--- config.mk ---
export PLATFORM = sky130hd
export DESIGN_NAME = cache_mem_ctrl
export DESIGN_NICKNAME = d
export VERILOG_FILES = /design/src/rtl/cache_pkg.sv /design/src/rtl/sat_counter.sv /design/src/rtl/cache_mem_ctrl.sv
export SDC_FILE = /design/constraint.sdc
export NUM_CORES = 1
export LEC_CHECK = 0
export BUFFER_PORTS_ARGS = -buffer_cell sky130_fd_sc_hd__buf_2
export CAP_MARGIN = 25
export CORE_MARGIN = 3
export CORE_UTILIZATION = 40
export CTS_CLUSTER_DIAMETER = 200
export DETAILED_ROUTE_END_ITERATION = 8
export GPL_TIMING_DRIVEN = 0
export PLACE_DENSITY = 0.71
export SLEW_MARGIN = 15
export SYNTH_ARGS = -nofsm -noshare
export SYNTH_HDL_FRONTEND = slang
export SYNTH_SLANG_ARGS = --single-unit
--- constraint.sdc ---
create_clock -name clock -period 1.6 [get_ports clock]
set_input_delay 0.32 -clock clock [delete_from_list [all_inputs] [get_ports clock]]
set_output_delay 0.32 -clock clock [all_outputs]
set_load 0.05 [all_outputs]
--- src/rtl/cache_pkg.sv ---
// Package: cache_pkg
// Purpose: Shared types and defaults for the cache miss/write-back sequencer.
//   state_t      : sequencer states {IDLE, WB, RD, DONE}
//   ADDR_W_DEF   : default RAM/cache address width
//   DATA_W_DEF   : default block width
//   READ_LAT_MAX : largest RAM read latency the 3-bit latency counter can cover
//   LAT_CNT_W    : width of the latency counter
package cache_pkg;

    typedef enum logic [1:0] {
        IDLE = 2'd0,
        WB   = 2'd1,
        RD   = 2'd2,
        DONE = 2'd3
    } state_t;

    localparam int ADDR_W_DEF   = 5;
    localparam int DATA_W_DEF   = 5;
    localparam int READ_LAT_MAX = 7;
    localparam int LAT_CNT_W    = 3;

endpackage

--- src/rtl/sat_counter.sv ---
// Module: sat_counter
// Purpose: Up-counter that sticks at its all-ones value instead of wrapping.
// Ports:
//   clock  in   1  rising-edge clock
//   reset  in   1  asynchronous active-high reset, clears the count
//   inc    in   1  add one this cycle (ignored once saturated)
//   clear  in   1  synchronous clear, wins over inc
//   count  out  W  current count
module sat_counter #(
    parameter int W = 8
) (
    input  logic         clock,
    input  logic         reset,
    input  logic         inc,
    input  logic         clear,
    output logic [W-1:0] count
);

    always_ff @(posedge clock or posedge reset) begin
        if (reset) begin
            count <= '0;
        end else if (clear) begin
            count <= '0;
        end else if (inc && (count != {W{1'b1}})) begin
            count <= count + W'(1);
        end
    end

endmodule

--- src/rtl/cache_mem_ctrl.sv ---
// Module: cache_mem_ctrl
// Purpose: Miss/write-back sequencer between the 2-way set-associative cache
//   and the single-port block RAM. One request per miss: an optional dirty
//   victim write-back (one cycle), then a block refill that waits READ_LAT
//   RAM clocks and returns the block with a one-cycle ack pulse.
//
// Handshake: the cache raises req and holds it, together with miss_addr,
//   wb_needed, wb_addr and wb_block, until ack. Those inputs are sampled only
//   on the clock edge that leaves IDLE; later changes are ignored. ack is a
//   single-cycle pulse during which refill_block is valid; refill_block then
//   holds until the next ack. req still high in DONE is not a new request;
//   the next one is taken in IDLE at the earliest.
//
// Configuration macro: CACHE_CTRL_STATS_EN adds the miss_cnt / wb_cnt
//   saturating statistics outputs (width STAT_W). Undefined: no counter
//   ports and no counter logic.
//
// Ports:
//   clock        in   1       rising-edge clock
//   reset        in   1       asynchronous active-high reset
//   req          in   1       miss service request, held until ack
//   miss_addr    in   ADDR_W  block address to refill
//   wb_needed    in   1       victim is dirty, write back first
//   wb_addr      in   ADDR_W  victim block address
//   wb_block     in   DATA_W  victim data
//   ack          out  1       one-cycle pulse, refill_block valid
//   refill_block out  DATA_W  block read from RAM, held until next ack
//   busy         out  1       high in every state except IDLE
//   mem_addr     out  ADDR_W  RAM address (0 in IDLE)
//   mem_wdata    out  DATA_W  RAM write data (keeps last value outside WB)
//   mem_wren     out  1       RAM write enable (WB only)
//   mem_rdata    in   DATA_W  RAM read data
//   state_dbg    out  2       current sequencer state, for observation
//   miss_cnt     out  STAT_W  accepted requests (CACHE_CTRL_STATS_EN only)
//   wb_cnt       out  STAT_W  write-backs started (CACHE_CTRL_STATS_EN only)
module cache_mem_ctrl
    import cache_pkg::*;
#(
    parameter int ADDR_W   = ADDR_W_DEF,
    parameter int DATA_W   = DATA_W_DEF,
    // Legal range 1..READ_LAT_MAX; the latency counter is LAT_CNT_W bits.
    parameter int READ_LAT = 2
`ifdef CACHE_CTRL_STATS_EN
    ,
    parameter int STAT_W   = 8
`endif
) (
    input  logic              clock,
    input  logic              reset,
    input  logic              req,
    input  logic [ADDR_W-1:0] miss_addr,
    input  logic              wb_needed,
    input  logic [ADDR_W-1:0] wb_addr,
    input  logic [DATA_W-1:0] wb_block,
    output logic              ack,
    output logic [DATA_W-1:0] refill_block,
    output logic              busy,
    output logic [ADDR_W-1:0] mem_addr,
    output logic [DATA_W-1:0] mem_wdata,
    output logic              mem_wren,
    input  logic [DATA_W-1:0] mem_rdata,
    output state_t            state_dbg
`ifdef CACHE_CTRL_STATS_EN
    ,
    output logic [STAT_W-1:0] miss_cnt,
    output logic [STAT_W-1:0] wb_cnt
`endif
);

    localparam logic [LAT_CNT_W-1:0] LAT_LAST = LAT_CNT_W'(READ_LAT);

    state_t              state;
    logic [ADDR_W-1:0]   miss_addr_q;
    logic [LAT_CNT_W-1:0] lat_cnt;

    assign state_dbg = state;

    // All outputs are registered here. The write-back address/data go
    // straight into mem_addr/mem_wdata on the accepting edge, so only the
    // refill address has to be held for later.
    always_ff @(posedge clock or posedge reset) begin
        if (reset) begin
            state        <= IDLE;
            ack          <= 1'b0;
            busy         <= 1'b0;
            mem_wren     <= 1'b0;
            mem_addr     <= '0;
            mem_wdata    <= '0;
            refill_block <= '0;
            miss_addr_q  <= '0;
            lat_cnt      <= '0;
        end else begin
            ack <= 1'b0;
            case (state)
                IDLE: begin
                    if (req) begin
                        miss_addr_q <= miss_addr;
                        busy        <= 1'b1;
                        if (wb_needed) begin
                            state     <= WB;
                            mem_wren  <= 1'b1;
                            mem_addr  <= wb_addr;
                            mem_wdata <= wb_block;
                        end else begin
                            state    <= RD;
                            mem_addr <= miss_addr;
                            lat_cnt  <= LAT_CNT_W'(1);
                        end
                    end
                end
                WB: begin
                    // The write lands on this edge, so a refill of the same
                    // address afterwards reads the just-written block.
                    state    <= RD;
                    mem_wren <= 1'b0;
                    mem_addr <= miss_addr_q;
                    lat_cnt  <= LAT_CNT_W'(1);
                end
                RD: begin
                    if (lat_cnt == LAT_LAST) begin
                        state        <= DONE;
                        refill_block <= mem_rdata;
                        ack          <= 1'b1;
                        lat_cnt      <= '0;
                    end else begin
                        lat_cnt <= lat_cnt + LAT_CNT_W'(1);
                    end
                end
                DONE: begin
                    // req is deliberately not looked at here.
                    state    <= IDLE;
                    busy     <= 1'b0;
                    mem_addr <= '0;
                end
                default: begin
                    state <= IDLE;
                end
            endcase
        end
    end

`ifdef CACHE_CTRL_STATS_EN
    logic miss_inc;
    logic wb_inc;

    assign miss_inc = (state == IDLE) && req;
    assign wb_inc   = miss_inc && wb_needed;

    sat_counter #(.W(STAT_W)) u_miss_cnt (
        .clock (clock),
        .reset (reset),
        .inc   (miss_inc),
        .clear (1'b0),
        .count (miss_cnt)
    );

    sat_counter #(.W(STAT_W)) u_wb_cnt (
        .clock (clock),
        .reset (reset),
        .inc   (wb_inc),
        .clear (1'b0),
        .count (wb_cnt)
    );
`endif

endmodule

==> flow_metrics.py, run 1 <==
metrics = {
    "synthesis": {
        "ys_async_rst_share_pct": 100,
        "yosys-top-cells-area": "sky130_fd_sc_hd__dfrtp_1, sky130_fd_sc_hd__mux2_2, sky130_fd_sc_hd__ha_1, sky130_fd_sc_hd__mux2i_1, sky130_fd_sc_hd__o21ai_0",
        "share_of_synthesized_area_occupied_by_flip_flops_and_latches_pct": 52.0,
        "mappedNetlistArea_um2": 1350,
        "post_synth_num_cell_types": 27,
        "synth_seq_cells": 28,
        "postSynthNetCount": 136,
        "synth.top_cell.area_share_pct": 52.0,
        "yosysMostFrequentCell": "sky130_fd_sc_hd__dfrtp_1",
        "syn_avg_cell_area_um2": 12.6,
        "synth.largest_area_cell": "sky130_fd_sc_hd__dfrtp_1",
        "synth_common_cells": "sky130_fd_sc_hd__dfrtp_1, sky130_fd_sc_hd__mux2_2, sky130_fd_sc_hd__nand2_1, sky130_fd_sc_hd__o21ai_0, sky130_fd_sc_hd__mux2i_1",
        "instance_count_of_the_mapped_netlist": 107,
        "synth_enable_flop_cells": 0,
        "synth_ff_type": "sky130_fd_sc_hd__dfrtp_1",
        "yosysWarnings": 0,
    },
    "clock_tree": {
        "worst_skew_pair.late_latency_ns": 0.33,
        "htree_num_levels": 1,
        "clock-sinks": 28,
        "tritoncts_clock_tree": "yes",
        "clk_pin_slew_worst_paths_ns": 0.15,
        "cts-buffers-inserted": 3,
        "cts.root.buffer_cell": "sky130_fd_sc_hd__clkbuf_4",
        "clock_path_buffers": 2,
    },
    "die": {
        "rows": 20,
        "die_footprint_um2": 4100,
        "die_w_um": 64.0,
        "design.core.area_um2": 3130,
        "io_pins": 44,
        "die-height_um": 64.0,
        "initial_core_util_pct": 43.1,
    },
    "power": {
        "ir_drop_uv": 1460,
        "relative_contribution_of_the_clock_network_to_total_power_pct": 10.8,
        "share_seq_of_total_power_pct": 29.7,
        "pwr-share-comb_pct": 59.6,
        "power.density_nw_per_um2": 2370,
        "p_leak_nw": 0.869,
        "final_power_mw": 4.37,
        "switching_share_pct": 46.3,
        "p_switching_mw": 2.02,
        "p_int_mw": 2.34,
    },
    "worst_setup_path": {
        "cp-start-kind": "register",
        "crit_type": "reg2reg",
        "worstSetupEndpointType": "register",
        "setup.reg_to_reg.worst_slack_ns": -0.02,
        "worstPathArrival_ns": 1.86,
        "worstPathRequired_ns": 1.84,
        "cp_max_fo": 7,
        "cp_num_buf_inv": 1,
        "critical-path-max-stage-delay_ns": 0.45,
        "worst-r2r-cell-count": 5,
        "timing.critical_path.max_delay_family": "simple AND/OR/NAND/NOR gates",
        "cp_slowest_cell": "sky130_fd_sc_hd__dfrtp_2",
        "timing.critical_path.cells": "inv_4, ha_4, nor2b_4, or3_4, mux2_4",
        "r2r_start": "state_dbg[1]",
        "critical_path.reg2reg.endpoint": "lat_cnt[0]",
    },
    "sta": {
        "finalSetupViolations": 2,
        "maxSlewHeadroom_pct": 71.9,
        "final_max_slew_viol_count": 0,
        "finClkSkew_ns": 0.00223,
        "min_period_ns": 1.62,
        "final-hold-violation-count": 0,
        "timing_worst_slew_pin_value_ns": 0.421,
        "rsz0062_at_grt": "true",
        "final.period_utilization_pct": 101,
        "achievable-frequency_mhz": 619,
        "fin_ws_ns": -0.0156,
    },
    "run_status": {
        "run_status": "finished, violations left",
        "violations": "setup timing",
    },
    "final_layout": {
        "n_fill_cell": 264,
        "seqCellArea_um2": 706,
        "finish.net_count": 192,
        "multi_input_comb_area_um2": 682,
        "insertedDiodeCount": 0,
        "fraction_of_layout_instances_using_a_drive_strength_above_1_pct": 59.3,
        "areaGrowthSynthToFinish_pct": 36.7,
    },
    "job": {
        "max_cap_violations": 0,
    },
    "grt": {
        "groute.usage.overall_pct": 14.3,
        "grt_pass1_vias": 1095,
        "grt_start_max_net_pins": 21,
        "grt_antenna_before_repair": 0,
        "grt_first_pass_wirelength_um": 4710,
        "globalRouteOverflowTotal": 0,
    },
    "route": {
        "drtAntennaViolNets": 0,
        "post-route-drc-count": 0,
        "dr.first_iter.drc_count": 37,
        "detail_route.vias_per_cell": 5.06,
        "drt_pass1_iterations": 5,
        "vias": 1042,
        "post_detailed_routing_wire_length_um": 2850,
        "final_routed_wire_length_divided_by_cell_count_um": 13.8,
    },
    "placement": {
        "place_ws_ns": -0.151,
        "globalplace.congestion": 0.768,
        "placement.io_buffers": 42,
        "place.detailed.hpwl_um": 2090,
    },
    "hold_path": {
        "min_delay_src": "wb_block[4]",
        "hold_path_class": "in2reg",
        "holdPathEnd": "mem_wdata[4]",
        "min_delay_path_depth": 2,
    },
}
[timing repair]
action,4_1_cts,5_1_grt
hold endpoints to repair,8,0
resized for setup,7,7
setup endpoints to repair,11,12
hold buffers,1,0
pin swaps,2,1
setup buffers,5,2
[sequential cells by signal, summed over array words and instances (netlist names), 2 cells and up]
register	count
mem_addr	5
refill_block	5
miss_addr_q	5
state_dbg	2
mem_wdata	5
lat_cnt	3
[worst register-to-register path: stages (launching register included)]
cell and delay, ns:
sky130_fd_sc_hd__dfrtp_2 0.45, sky130_fd_sc_hd__inv_4 0.07, sky130_fd_sc_hd__ha_4 0.15, sky130_fd_sc_hd__nor2b_4 0.14
sky130_fd_sc_hd__or3_4 0.41, sky130_fd_sc_hd__mux2_4 0.30
[cell usage in the layout, fill, tap and decap left out, drive strengths merged, types with 2 or more instances in the layout]
cell    instances
dfrtp          28
ha              5
buf            52
a22o            3
o21ai           7
nor2            4
nand2           7
clkbuf          3
mux2i           6
nand2b          2
o41ai           2
mux2           22
inv             5
a21oi           3
[cell families (layout without fill, tap and decap cells)]
kind of cell / count (synthesis) / after routing / synth area share [%]
and+or+nand+nor: 22 / 22 / 9.56
AOI/OAI and AO/OA: 17 / 17 / 8.08
muxes: 28 / 28 / 23.1
adders and majority gates: 5 / 5 / 4.64
DFF: 28 / 28 / 52.0
buffers and inverters: 7 / 62 / 2.60
[routing by layer]
metal / wire length, µm / global-route usage, %
met3: 206 / 3.16
met4: 16 / 2.43
met5: 0 / 0
met2: 1460 / 26.8
met1: 1160 / 16.7
[stage by stage]
| step | hold WS, ns | cell area [µm²] | TNS (ns) | util [%] | cells |
|---|---|---|---|---|---|
| 2_1_floorplan | 0.385 | 1390 | -1.13 | - | 107 |
| 3_3_place_gp | 0.485 | 1660 | -0.593 | 52.9 | 193 |
| 3_5_place_dp | 0.337 | 1680 | -1.10 | 53.8 | 194 |
| 4_1_cts | 0.198 | 1810 | -0.0438 | 58.0 | 204 |
| 5_1_grt | 0.188 | 1840 | -0.201 | 58.9 | 206 |
| 6_report | 0.204 | 1840 | -0.0269 | 58.9 | 206 |
[power groups by stage]
stage	clock network, mW	logic [mW]	registers, mW
after CTS	0.479	2.53	1.29
after detailed placement	0	2.40	1.30
after global placement	0	2.33	1.28
after global routing	0.510	2.77	1.35
final	0.470	2.60	1.30
after floorplan	0	1.03	2.14
[worst max path at each step]
| stage | from | endpoint | slack (ns) | cells past startpoint |
|---|---|---|---|---|
| final | state_dbg[1] | lat_cnt[0] | -0.02 | 5 |
| after global routing | lat_cnt[2] | state_dbg[1] | -0.05 | 3 |
| after CTS | state_dbg[1] | lat_cnt[0] | -0.02 | 5 |
| after detailed placement | state_dbg[0] | refill_block[0] | -0.15 | 5 |
| after global placement | state_dbg[0] | refill_block[1] | -0.06 | 5 |
| after floorplan | state_dbg[1] | lat_cnt[0] | -0.14 | 5 |
[layout make-up]
type                       instances  area share (%)
buffer                             2            1.22
clock buffer                       3            1.22
clock inverter                     1            1.63
inverter                           5            1.29
multi-input combinational         72            37.0
sequential                        28            38.3
tap                               44            2.99
timing repair buffer              51            16.3
Power figures use the tool's default switching activity.
==> inputs of run 2 (changes only) <==
Settings changed: PLACE_DENSITY 0.71 to 0.68.
==> run 2 against run 1 <==
  * Design area shrank 0.95%
  * Register-to-register slack lost 0.02 ns
  * The run ends with hold timing, setup timing left
  * Largest cell class unchanged
  * Die area is the same
==> flow_metrics.py, run 2 (same netlist as run 1, synthesis figures left out) <==
metrics = {
    "run_status": {
        "run_status": "finished, violations left",
        "violations": "hold timing, setup timing",
    },
    "final_layout": {
        "insertedDiodeCount": 0,
        "finish.net_count": 191,
        "post-route-util_pct": 58.3,
        "areaGrowthSynthToFinish_pct": 35.4,
        "final_cell_count_no_fill": 205,
        "fraction_of_layout_instances_using_a_drive_strength_above_1_pct": 59.0,
        "post-route-cell-area_um2": 1820,
        "most-common-layout-cells": "sky130_fd_sc_hd__buf_2, sky130_fd_sc_hd__dfrtp_1, sky130_fd_sc_hd__mux2_2",
        "layout.cells.most_common": "sky130_fd_sc_hd__buf_2",
    },
    "job": {
        "max_cap_violations": 0,
    },
    "sta": {
        "maxSlewHeadroom_pct": 63.4,
        "final_max_slew_viol_count": 0,
        "final-hold-violation-count": 9,
        "finClkSkew_ns": 0.00379,
        "fin_ws_ns": -0.0307,
        "finalHoldWorstSlack_ns": -0.00597,
        "min_period_ns": 1.63,
        "achievable-frequency_mhz": 613,
        "timing_worst_slew_pin_value_ns": 0.548,
        "finalSetupViolations": 1,
        "final.period_utilization_pct": 102,
        "rsz0062_at_grt": "true",
    },
    "worst_setup_path": {
        "timing.critical_path.cells": "inv_4, ha_4, nor2_4, or3_4, mux2_4",
        "crit_type": "reg2reg",
        "worstPathArrival_ns": 1.87,
        "cp_num_buf_inv": 1,
        "timing.critical_path.max_delay_family": "flip-flops",
        "cp_max_fo": 4,
        "critical-path-max-stage-delay_ns": 0.45,
        "cp_slowest_cell": "sky130_fd_sc_hd__dfrtp_2",
        "worstSetupEndpointType": "register",
        "worstPathRequired_ns": 1.84,
        "cp-start-kind": "register",
    },
    "clock_tree": {
        "cts.root.buffer_cell": "sky130_fd_sc_hd__clkbuf_4",
        "clk_pin_slew_worst_paths_ns": 0.15,
        "tritoncts_clock_tree": "yes",
        "htree_num_levels": 1,
        "clock_path_buffers": 2,
        "ctsHoldBuffers": 0,
        "worst_skew_pair.late_latency_ns": 0.33,
        "clock-sinks": 28,
        "cts-buffers-inserted": 3,
    },
    "power": {
        "p_leak_nw": 0.864,
        "ir_drop_uv": 1140,
        "final_power_mw": 4.43,
        "power.density_nw_per_um2": 2430,
    },
    "grt": {
        "grt.met1_usage_pct": 18.4,
        "gr-usage-met3_pct": 2.28,
        "grt_first_pass_wirelength_um": 5170,
        "grt-busiest-layer": "met2",
        "grt_antenna_before_repair": 0,
        "grt_start_max_net_pins": 17,
        "grt_pass1_vias": 1112,
        "groute.usage.overall_pct": 15.9,
        "globalRouteOverflowTotal": 0,
        "globalRouteMet2Util_pct": 29.8,
    },
    "die": {
        "die-height_um": 64.0,
        "die_w_um": 64.0,
        "design.core.area_um2": 3130,
        "initial_core_util_pct": 43.1,
        "rows": 20,
        "die_footprint_um2": 4100,
        "io_pins": 44,
    },
    "route": {
        "final_routed_wire_length_divided_by_cell_count_um": 14.5,
        "vias": 1028,
        "post_detailed_routing_wire_length_um": 2980,
        "post-route-drc-count": 0,
        "dr.first_iter.drc_count": 11,
        "detail_route.vias_per_cell": 5.01,
        "drtAntennaViolNets": 0,
        "drt_pass1_iterations": 4,
    },
    "placement": {
        "dpl_cell_area_um2": 1670,
        "globalplace.congestion": 0.711,
        "post-place-cells": 194,
        "place.detailed.hpwl_um": 2160,
        "placement.io_buffers": 42,
    },
    "hold_path": {
        "hold_path_class": "in2async",
    },
}
run 2: power by group:
group | internal, mW | leakage (nW) | switching, mW | total, mW
combinational | 1.04 | 0.501 | 1.61 | 2.65
sequential | 1.06 | 0.334 | 0.243 | 1.30
clock | 0.254 | 0.0279 | 0.217 | 0.471
run 2: final timing paths:
kind / startpoint / end / cells past startpoint / slack [ns]
setup / recovery: state_dbg[0] / lat_cnt[0] / 5 / -0.03
hold / removal: reset / mem_wdata[2] / 2 / -0.006
setup reg to reg: state_dbg[0] / lat_cnt[0] / 5 / -0.03
hold reg to reg: mem_addr[0] / mem_addr[0] / 1 / 0.52
max in group asynchronous: reset / state_dbg[1] / 3 / 1.10
min in group clock: mem_rdata[0] / refill_block[0] / 2 / 0.20
run 2: worst reg2reg max path, delay by kind of cell, from the launching register on:
kind / cells / cell delay [ns]
DFF: 1 / 0.45
and+or+nand+nor: 2 / 0.44
muxes: 1 / 0.30
adders and majority gates: 1 / 0.27
buffers and inverters: 1 / 0.08
run 2: timing repair:
item / in CTS / in global routing
buffers inserted: 6 / 1
endpoints found under the setup margin: 11 / 14
resized for setup: 4 / 10
pin swaps: 2 / 2
endpoints found under the hold margin: 0 / 0
run 2: final cells by class:
type	instances	area, µm²
flip-flops and latches	28	703
multi-input cells	72	693
fillers	272	1300
plain buffers	2	18.8
clock inverters	1	30.0
well taps	44	55.1
clock buffers	3	22.5
repair buffers	50	278
inverters	5	23.8
run 2: layer usage:
| metal | share of wire, % | up-vias | wire length (µm) |
|---|---|---|---|
| li1 | - | 487 | - |
| met1 | 40 | 505 | 1200 |
| met2 | 53 | 32 | 1580 |
| met3 | 5.6 | 4 | 167 |
| met4 | 1.1 | 0 | 34 |
| met5 | 0 | - | 0 |
run 2: per-stage QoR:
stage / TNS, ns / setup slack [ns]
2_1_floorplan: -1.13 / -0.136
3_3_place_gp: -0.440 / -0.0626
3_5_place_dp: -0.781 / -0.112
4_1_cts: -0.0288 / -0.0202
5_1_grt: -0.162 / -0.0478
6_report: -0.0307 / -0.0307
